--- config.mk ---
export PLATFORM = sky130hd
export DESIGN_NAME = ls_arbiter
export DESIGN_NICKNAME = d
export VERILOG_FILES = /design/src/rtl/ls_pkg.sv /design/src/rtl/ls_arbiter.sv
export SDC_FILE = /design/constraint.sdc
export NUM_CORES = 1
export LEC_CHECK = 0
export CORE_AREA = 2 2 116 118
export CTS_BUF_LIST = sky130_fd_sc_hd__clkbuf_16
export CTS_CLUSTER_SIZE = 16
export DETAILED_ROUTE_END_ITERATION = 16
export DIE_AREA = 0 0 118 120
export PLACE_DENSITY = 0.73
export SETUP_SLACK_MARGIN = 0.15
export SLEW_MARGIN = 20
export SYNTH_ARGS = -nofsm -noshare
export SYNTH_HDL_FRONTEND = slang
export SYNTH_SLANG_ARGS = --single-unit
--- constraint.sdc ---
create_clock -name clk -period 4.6 [get_ports clk]
set_clock_uncertainty 0.15 [all_clocks]
set_input_delay 1.15 -clock clk [delete_from_list [all_inputs] [get_ports clk]]
set_output_delay 1.15 -clock clk [all_outputs]
set_load 0.02 [all_outputs]
--- src/rtl/ls_pkg.sv ---
// rtl/ls_pkg.sv - shared read-owner tag and default starvation threshold for ls_arbiter
package ls_pkg;

  // Who is owed the read data returning from memory next cycle
  typedef enum logic [1:0] {
    OWN_NONE = 2'd0,
    OWN_LS   = 2'd1,
    OWN_DMA  = 2'd2
  } own_e;

  localparam int STARVE_LIMIT_DEF = 8;

endpackage

--- src/rtl/ls_arbiter.sv ---
// rtl/ls_arbiter.sv - two-requester local-storage arbiter (LS over DMA); optional DMA anti-starvation via LS_ARB_STARVE_EN
module ls_arbiter
  import ls_pkg::*;
#(
  parameter int WIDTH        = 32,
  parameter int STARVE_LIMIT = STARVE_LIMIT_DEF
) (
  input  logic             clk,
  input  logic             rst_n,
  input  logic             ls_req,
  input  logic             ls_we,
  input  logic [WIDTH-1:0] ls_adr,
  input  logic [WIDTH-1:0] ls_wdata,
  output logic             ls_gnt,
  output logic             ls_rvalid,
  output logic [WIDTH-1:0] ls_rdata,
  input  logic             dma_req,
  input  logic             dma_we,
  input  logic [WIDTH-1:0] dma_adr,
  input  logic [WIDTH-1:0] dma_wdata,
  output logic             dma_gnt,
  output logic             dma_rvalid,
  output logic [WIDTH-1:0] dma_rdata,
  output logic             mem_read,
  output logic             mem_write,
  output logic [WIDTH-1:0] mem_adr,
  output logic [WIDTH-1:0] mem_wdata,
  input  logic [WIDTH-1:0] mem_rdata
);

  localparam logic [7:0] LIMIT = 8'(STARVE_LIMIT);

  own_e             own_q;
  logic [WIDTH-1:0] ls_hold_q;
  logic [WIDTH-1:0] dma_hold_q;
  logic             dma_pri;

`ifdef LS_ARB_STARVE_EN
  logic [7:0] starve_cnt;

  // Count consecutive cycles DMA waits; any grant or a dropped request restarts it
  always_ff @(posedge clk or negedge rst_n) begin
    if (!rst_n)
      starve_cnt <= 8'd0;
    else if (!dma_req || dma_gnt)
      starve_cnt <= 8'd0;
    else if (starve_cnt != 8'hFF)
      starve_cnt <= starve_cnt + 8'd1;
  end

  assign dma_pri = (starve_cnt >= LIMIT);
`else
  logic unused_limit;
  assign unused_limit = ^LIMIT;
  assign dma_pri      = 1'b0;
`endif

  // Single grant per cycle; gated by rst_n so nothing is issued while reset is held
  always_comb begin
    ls_gnt  = 1'b0;
    dma_gnt = 1'b0;
    if (rst_n) begin
      if (dma_req && (dma_pri || !ls_req))
        dma_gnt = 1'b1;
      else if (ls_req)
        ls_gnt = 1'b1;
    end
  end

  // Steer the granted requester onto the memory port; idle port drives zeros
  always_comb begin
    mem_read  = 1'b0;
    mem_write = 1'b0;
    mem_adr   = '0;
    mem_wdata = '0;
    if (ls_gnt) begin
      mem_read  = !ls_we;
      mem_write = ls_we;
      mem_adr   = ls_adr;
      mem_wdata = ls_wdata;
    end else if (dma_gnt) begin
      mem_read  = !dma_we;
      mem_write = dma_we;
      mem_adr   = dma_adr;
      mem_wdata = dma_wdata;
    end
  end

  // Tag the owner of this cycle's read so the returning data is routed next cycle
  always_ff @(posedge clk or negedge rst_n) begin
    if (!rst_n)
      own_q <= OWN_NONE;
    else if (ls_gnt && !ls_we)
      own_q <= OWN_LS;
    else if (dma_gnt && !dma_we)
      own_q <= OWN_DMA;
    else
      own_q <= OWN_NONE;
  end

  // Remember the last delivered data so rdata holds between responses
  always_ff @(posedge clk or negedge rst_n) begin
    if (!rst_n) begin
      ls_hold_q  <= '0;
      dma_hold_q <= '0;
    end else begin
      if (own_q == OWN_LS)
        ls_hold_q <= mem_rdata;
      if (own_q == OWN_DMA)
        dma_hold_q <= mem_rdata;
    end
  end

  assign ls_rvalid  = (own_q == OWN_LS);
  assign dma_rvalid = (own_q == OWN_DMA);
  assign ls_rdata   = ls_rvalid  ? mem_rdata : ls_hold_q;
  assign dma_rdata  = dma_rvalid ? mem_rdata : dma_hold_q;

endmodule

* Word level (Yosys, flattened, before mapping)
Index checks and enable logic that the tools add are counted.
** Storage, ports and cells
- Bits in registers :: 66
- Bits of input ports :: 166
- Output and inout port bits :: 134
- Word-level logic and storage cells :: 28
** Operators by class
- Equality and inequality tests :: 2
- Muxes and demuxes :: 17
- Reduce and logical (&&, ||, !) cells :: 6
** Operators with widths (number)
- $mux W32 :: 6
- $mux W1 :: 9
- $mux W2 :: 2
- $logic_and A1 B1 Y1 :: 3
- $logic_not A1 Y1 :: 3
- $eq A2 B1 Y1 const B :: 1
- $eq A2 B2 Y1 const B :: 1

* Logic depth before layout (Yosys ltp)
Gate-level depths: netlist (run 1).
- Depth after elaboration :: 7
- Mapped depth :: 5
- Mapped depth without buffers :: 2

* Worst setup path before layout (run 1)
No wires, ideal clock.
- Path type :: in2out
- From :: input ls_req
- To :: output mem_adr[0]
- Arrival :: 2105 ps
- Required time :: 3300 ps
- Setup slack :: 1195 ps
- Cell stages on the path :: 4
- Buffers on the path :: 2
- Path through :: nand2b_1 > buf_2 > buf_2 > o21ai_0
** On the way
- Word-level cells in the longest chain between the ends :: 6
- Elaborated cells on any way between the ends :: 9
- Classes of those cells :: mux (7); reduce/logical (2)
** RTL lines
- start, declared :: line ls_arbiter.sv:10 : input logic ls_req,
- $logic_not A1 Y1 :: line ls_arbiter.sv:63 : if (dma_req && (dma_pri || !ls_req))
- $logic_and A1 B1 Y1 :: line ls_arbiter.sv:63
- $mux W1 :: line ls_arbiter.sv:63
- $mux W1 :: line ls_arbiter.sv:62 : if (rst_n) begin
- $mux W32 :: line ls_arbiter.sv:81 : end else if (dma_gnt) begin
- $mux W32 (*) :: line ls_arbiter.sv:76 : if (ls_gnt) begin
- end, declared :: line ls_arbiter.sv:26 : output logic [WIDTH-1:0] mem_adr,
Every way passes the cells marked *; elsewhere a longest branch is shown, timed or not.

* Worst setup path after layout (run 1)
- From :: input dma_req
- To :: output mem_wdata[26]
** On the way
- Word-level cells in the longest chain between the ends :: 5
- Elaborated cells on any way between the ends :: 7
- Classes of those cells :: mux (6); reduce/logical (1)
** RTL lines
- start, declared :: line ls_arbiter.sv:17 : input logic dma_req,
- $logic_and A1 B1 Y1 (*) :: line ls_arbiter.sv:63
- $mux W1 :: line ls_arbiter.sv:63
- $mux W1 :: line ls_arbiter.sv:62
- $mux W32 :: line ls_arbiter.sv:81
- $mux W32 (*) :: line ls_arbiter.sv:76
- end, declared :: line ls_arbiter.sv:27 : output logic [WIDTH-1:0] mem_wdata,
Marked as above.

==> impl_metrics.json, run 1 <==
{
  "drive_above_1_share_pct": 13.92,
  "min_path_type": "flop to flop",
  "p_clk_share_pct": 24.2,
  "setup_ws_ns": 0.2913,
  "cts_tree": "done",
  "first_pass_iters": 5,
  "postCtsSetupRepairBufs": 0,
  "arrival_ns": 3.01,
  "wl_per_cell_microns": 17.77,
  "setup_viol": 0,
  "worstMarginPinSlew_ns": 0.6736,
  "place_congestion": 0.8935,
  "p_per_area_nw_per_um2": 327.5,
  "synth_top_family_by_area": "multiplexers",
  "yosysTopAreaCell": "dfrtp_1",
  "critical_path_class": "primary input to output pin",
  "die-area_sq_um": 14160,
  "status": "completed",
  "wl_met2_mm": 7.713,
  "die_x_microns": 118,
  "hold_viol_final": 0,
  "drv_cap": 0,
  "yosysUniqueCellTypes": 18,
  "slew_violations": 0,
  "ios": 300,
  "yosys.area_share.xor_xnor_pct": 0,
  "yosys-top-cells-area": "dfrtp_1 (44%), mux2_4 (23%), nand3_1 (8.6%)",
  "seqPwrFrac_pct": 31.7,
  "vdd_drop_max_mv": 0.1829,
  "coreArea_sq_um": 12980,
  "num_rows": 42,
  "power.internal_mw": 1.625,
  "drtIter0Drc": 261,
  "vias_per_cell": 4.687,
  "nets": 824,
  "synth_seq_cells": 66,
  "utilization_pct": 54.99,
  "synth-compound-area-share_pct": 8.763,
  "holdBufCountCts": 0,
  "cts-root-buf": "clkbuf_16",
  "pwr-share-comb_pct": 44.1,
  "grt.overflow.total": 0,
  "route.detailed.drc": 0,
  "wl_met1_mm": 5.601,
  "hpwl_mm": 11.99,
  "syn_nets": 539,
  "yosysSeqAreaShare_pct": 43.65,
  "start_util_pct": 29.15,
  "muxShareOfSynthArea_pct": 24.80,
  "cts-buffers-inserted": 9,
  "leakagePower_nw": 2.982,
  "vias": 3923,
  "path_max_fanout": 25,
  "setup_tns_ns": 0,
  "top_layer": "met5",
  "yosysWarnings": 0,
  "netSwitchingFraction_pct": 30.49,
  "grt_max_degree": 51,
  "drt-total-wl_mm": 14.87,
  "die_h_microns": 120,
  "antenna_found_initial": 1,
  "dpl_worst_slack_ns": 0.3158,
  "met3_length_mm": 1.271,
  "synth_top_area_share_pct": 43.65,
  "cts_buffer_depth": 2,
  "ctsResizeCount": 0,
  "yosys.area_share.simple_pct": 16.04,
  "switching_power_uw": 712.6,
  "grtUsageTotal_pct": 20.36,
  "period_share_pct": 93.67,
  "port_buffers": 299,
  "fillers": 1156,
  "relSlewSlack_pct": 55.09,
  "clk_latency_ns": 0.31,
  "grt_pass1_vias": 4011,
  "avgSynthCellArea_sq_um": 10.14,
  "area_growth_pct": 88.66,
  "ant_nets": 0,
  "period_minus_slack_ns": 4.309,
  "clkTransAtPathRegs_ns": 0.05,
  "synth_cells": 373,
  "h-tree-depth": 3,
  "crit_required_ns": 3.30,
  "antenna_cells": 0,
  "critPathCaptureType": "output pin",
  "rsz0062_at_grt": "false",
  "cts.sinks": 66,
  "fmax_mhz": 232.1,
  "grt_pass1_wl_mm": 22.48,
  "synth_area_sq_um": 3784,
  "start_kind": "primary input",
  "synthAdderAreaFrac_pct": 0
}
==> logic make-up (layout without fill, tap and decap cells) <==
logic type | count (synthesis) | count (layout)
multiplexers | 64 | 64
buffers and inverters | 40 | 328
AO/OA/AOI/OAI | 66 | 66
flip-flops | 66 | 66
AND/OR/NAND/NOR | 137 | 137
==> cell usage in the layout (no fill, tap or decap), types with 2 or more instances in the layout <==
cell type        count
dfrtp_1             66
clkdlybuf4s50_1    297
clkbuf_16            9
nor2_1               2
buf_4                9
nand2_1             66
mux2_2               6
nand3_1             65
nand2b_2             2
mux2_4              58
o21ai_0             59
o21ai_1              6
buf_12               3
clkinv_1             3
inv_1                3
==> layer usage <==
| layer | vias up | global-route usage [%] |
|---|---|---|
| met5 | - | 0 |
| met4 | 2 | 5.873 |
| met3 | 23 | 6.226 |
| met2 | 202 | 36.81 |
| met1 | 1842 | 23.11 |
| li1 | 1854 | - |
==> worst paths after layout <==
| check | startpoint | slack [ns] | end | cells after the start |
|---|---|---|---|---|
| worst min-delay path | dma_hold_q[14] | 0.34 | dma_hold_q[14] | 1 |
| worst min register to register | dma_hold_q[14] | 0.34 | dma_hold_q[14] | 1 |
| max in group asynchronous | rst_n | 2.54 | ls_hold_q[12] | 3 |
| worst max-delay path | dma_req | 0.29 | mem_wdata[26] | 5 |
| worst max register to register | own_q[1] | 2.78 | dma_hold_q[1] | 3 |
| min in group asynchronous | rst_n | 0.92 | ls_hold_q[0] | 2 |
==> power by group through the flow <==
stage               registers (mW)  clock network [mW]  logic (mW)
CTS                          0.742               0.586        1.04
finish                       0.740               0.566        1.03
global route                 0.753               0.607        1.08
global placement             0.741                   0        1.02
detailed placement           0.749                   0        1.03
floorplan                    0.735                   0       0.511
==> layout make-up <==
type                            count  area, sq um  area share [%]
Timing Repair Buffer              311         3117           43.66
Multi-Input combinational cell    267         1889           26.47
Sequential cell                    66         1652           23.14
Clock buffer                        9        225.2           3.155
Tap cell                          176        220.2           3.085
Clock inverter                      5        23.77          0.3330
Inverter                            3        11.26          0.1578
==> critical path, stage by stage <==
cell	delay (ns)
clkdlybuf4s50_1	0.51
nand2b_2	0.07
buf_4	0.21
o21ai_0	0.38
clkdlybuf4s50_1	0.68
==> state kept, by name, indices dropped and copies added (netlist names) <==
register / cells
own_q: 2
ls_hold_q: 32
dma_hold_q: 32
==> synth_stat cells <==
| master | number |
|---|---|
| mux2_4 | 58 |
| nand3b_1 | 1 |
| nor2_1 | 2 |
| buf_1 | 1 |
| dfrtp_1 | 66 |
| nor2b_1 | 1 |
| buf_4 | 4 |
| nand2b_1 | 2 |
| mux2_2 | 6 |
| clkbuf_1 | 10 |
| buf_2 | 12 |
| inv_1 | 3 |
| nand3_1 | 65 |
| o22ai_1 | 1 |
| o21ai_0 | 59 |
| nand2_1 | 66 |
| o21ai_1 | 6 |
| buf_6 | 10 |
==> metrics by stage <==
stage	hold slack [ns]	area, sq um	power (mW)	cells
2_1_floorplan	0.3719	3784	1.246	373
3_3_place_gp	0.3251	6889	1.765	823
3_5_place_dp	0.3293	6889	1.783	823
4_1_cts	0.3405	7138	2.368	837
5_1_grt	0.3484	7138	2.442	837
6_report	0.3393	7138	2.337	837
Power figures use the tool's default switching activity.
==> run 2, diff against run 1 <==
--- a/config.mk
+++ b/config.mk
@@ -11,6 +11,7 @@
 export DETAILED_ROUTE_END_ITERATION = 16
 export DIE_AREA = 0 0 118 120
 export PLACE_DENSITY = 0.73
+export REMOVE_ABC_BUFFERS = 1
 export SETUP_SLACK_MARGIN = 0.15
 export SLEW_MARGIN = 20
 export SYNTH_ARGS = -nofsm -noshare
==> run 2 against run 1 <==
Compared with the run above: wire length decreased by 5.1%; die area unchanged; sequential share of layout area decreased by 0.35 points; sequential power about the same; power increased by 11%; worst hold slack got worse by 0.0016 ns; via count decreased by 0.84%; largest cell class unchanged; critical path depth unchanged.
==> impl_metrics.json, run 2 (synthesized netlist as in run 1, its figures left out) <==
{
  "status": "completed",
  "ant_nets": 0,
  "num_rows": 42,
  "worstMarginPinSlew_ns": 0.6278,
  "worst_hold_path.num_cells": 1,
  "grt_max_degree": 67,
  "min_path_type": "flop to flop",
  "postLayoutCellArea_sq_um": 7248,
  "crit_chain": "clkdlybuf4s50_1 > nand2b_2 > buf_4 > o21ai_0 > clkdlybuf4s50_1",
  "drtIter0Drc": 245,
  "reg2reg_slack_ns": 2.84,
  "hpwl_mm": 11.28,
  "ios": 300,
  "critPathBufInv": 3,
  "cts-root-buf": "clkbuf_16",
  "utilization_pct": 55.84,
  "drt-total-wl_mm": 14.12,
  "antenna_found_initial": 0,
  "clkTransAtPathRegs_ns": 0.05,
  "crit_required_ns": 3.30,
  "slew_violations": 0,
  "leakagePower_nw": 3.035,
  "cts.sinks": 66,
  "first_pass_iters": 5,
  "setup_tns_ns": 0,
  "cp_slowest_cell": "clkdlybuf4s50_1",
  "cp_common_cell": "clkdlybuf4s50_1",
  "nets": 826,
  "power.total_mw": 2.587,
  "die-area_sq_um": 14160,
  "vias_per_cell": 4.620,
  "port_buffers": 299,
  "cts_tree": "done",
  "critPathCaptureType": "output pin",
  "holdBufCountCts": 0,
  "start_util_pct": 29.15,
  "cp_top_family": "buffers and inverters",
  "r2r_cells": 3,
  "grt_pass1_vias": 3940,
  "p_per_area_nw_per_um2": 356.8,
  "h-tree-depth": 3,
  "setup_viol": 0,
  "hold_viol_final": 0,
  "grt_pass1_wl_mm": 21.37,
  "critical_path_class": "primary input to output pin",
  "vias": 3890,
  "dpl_worst_slack_ns": 0.4317,
  "grt.overflow.total": 0,
  "route.detailed.drc": 0,
  "fmax_mhz": 240.7,
  "final_common_cell": "clkdlybuf4s50_1",
  "postCtsSetupRepairBufs": 0,
  "final_cell_mix": "clkdlybuf4s50_1 (297), nand2_1 (66), dfrtp_1 (66), nand3_1 (65), o21ai_0 (59)",
  "arrival_ns": 2.85,
  "drive_above_1_share_pct": 14.89,
  "grtUsageTotal_pct": 19.20,
  "rsz0062_at_grt": "false",
  "dpl.cell_count": 825,
  "instances_no_fill": 842,
  "die_x_microns": 118,
  "relSlewSlack_pct": 58.15,
  "ctsResizeCount": 0,
  "place_congestion": 0.9188,
  "period_minus_slack_ns": 4.154,
  "placed_cell_area_sq_um": 6879,
  "start_kind": "primary input",
  "drv_cap": 0,
  "coreArea_sq_um": 12980,
  "period_share_pct": 90.31,
  "max_stage_delay_ns": 0.66,
  "area_growth_pct": 91.57,
  "hold_slack_ns": 0.3377,
  "wl_per_cell_microns": 16.77,
  "setup_ws_ns": 0.4456,
  "path_max_fanout": 29,
  "cts_buffer_depth": 2,
  "critical_path_cell_count": 5,
  "top_regs": "dma_hold_q: 32 flops, ls_hold_q: 32 flops, own_q: 2 flops",
  "cts-buffers-inserted": 9,
  "die_h_microns": 120,
  "vdd_drop_max_mv": 0.1922,
  "clk_latency_ns": 0.32
}
run 2: cell count changes in the layout (fill, tap and decap cells not counted):
cell	change
bufinv_16	+4
buf_12	-2
clkinv_1	-3
clkinv_4	+1
diode_2	+1
buf_4	+4
run 2: layer usage:
| layer | global-route usage [%] | up-vias | part of all wire [%] |
|---|---|---|---|
| met5 | 0 | - | 0 |
| met4 | 5.723 | 0 | 1.8 |
| met1 | 21.62 | 1812 | 37 |
| met2 | 34.05 | 197 | 51 |
| met3 | 6.939 | 19 | 9.3 |
| li1 | - | 1862 | - |
run 2: worst paths after layout:
check	startpoint	endpoint
max	dma_req	mem_adr[29]
min	ls_hold_q[19]	ls_hold_q[19]
max reg2reg	own_q[1]	ls_hold_q[31]
min reg2reg	ls_hold_q[19]	ls_hold_q[19]
max in group asynchronous	rst_n	dma_hold_q[10]
min in group asynchronous	rst_n	ls_hold_q[1]
run 2: area by class of cell:
class	count	area [sq um]
clock inverter	7	141.4
inverter	3	11.26
fill	1144	5732
sequential	66	1652
multi-input combinational	267	1889
timing repair buffer	313	3107
clock buffer	9	225.2
antenna	1	2.502
tap	176	220.2
run 2: power by group:
group	internal (mW)	total [mW]	leakage, nW	switching [mW]
clock	0.583	0.822	0.176	0.238
combinational	0.570	1.02	2.08	0.455
sequential	0.703	0.740	0.779	0.0367
total	1.86	2.59	3.04	0.730
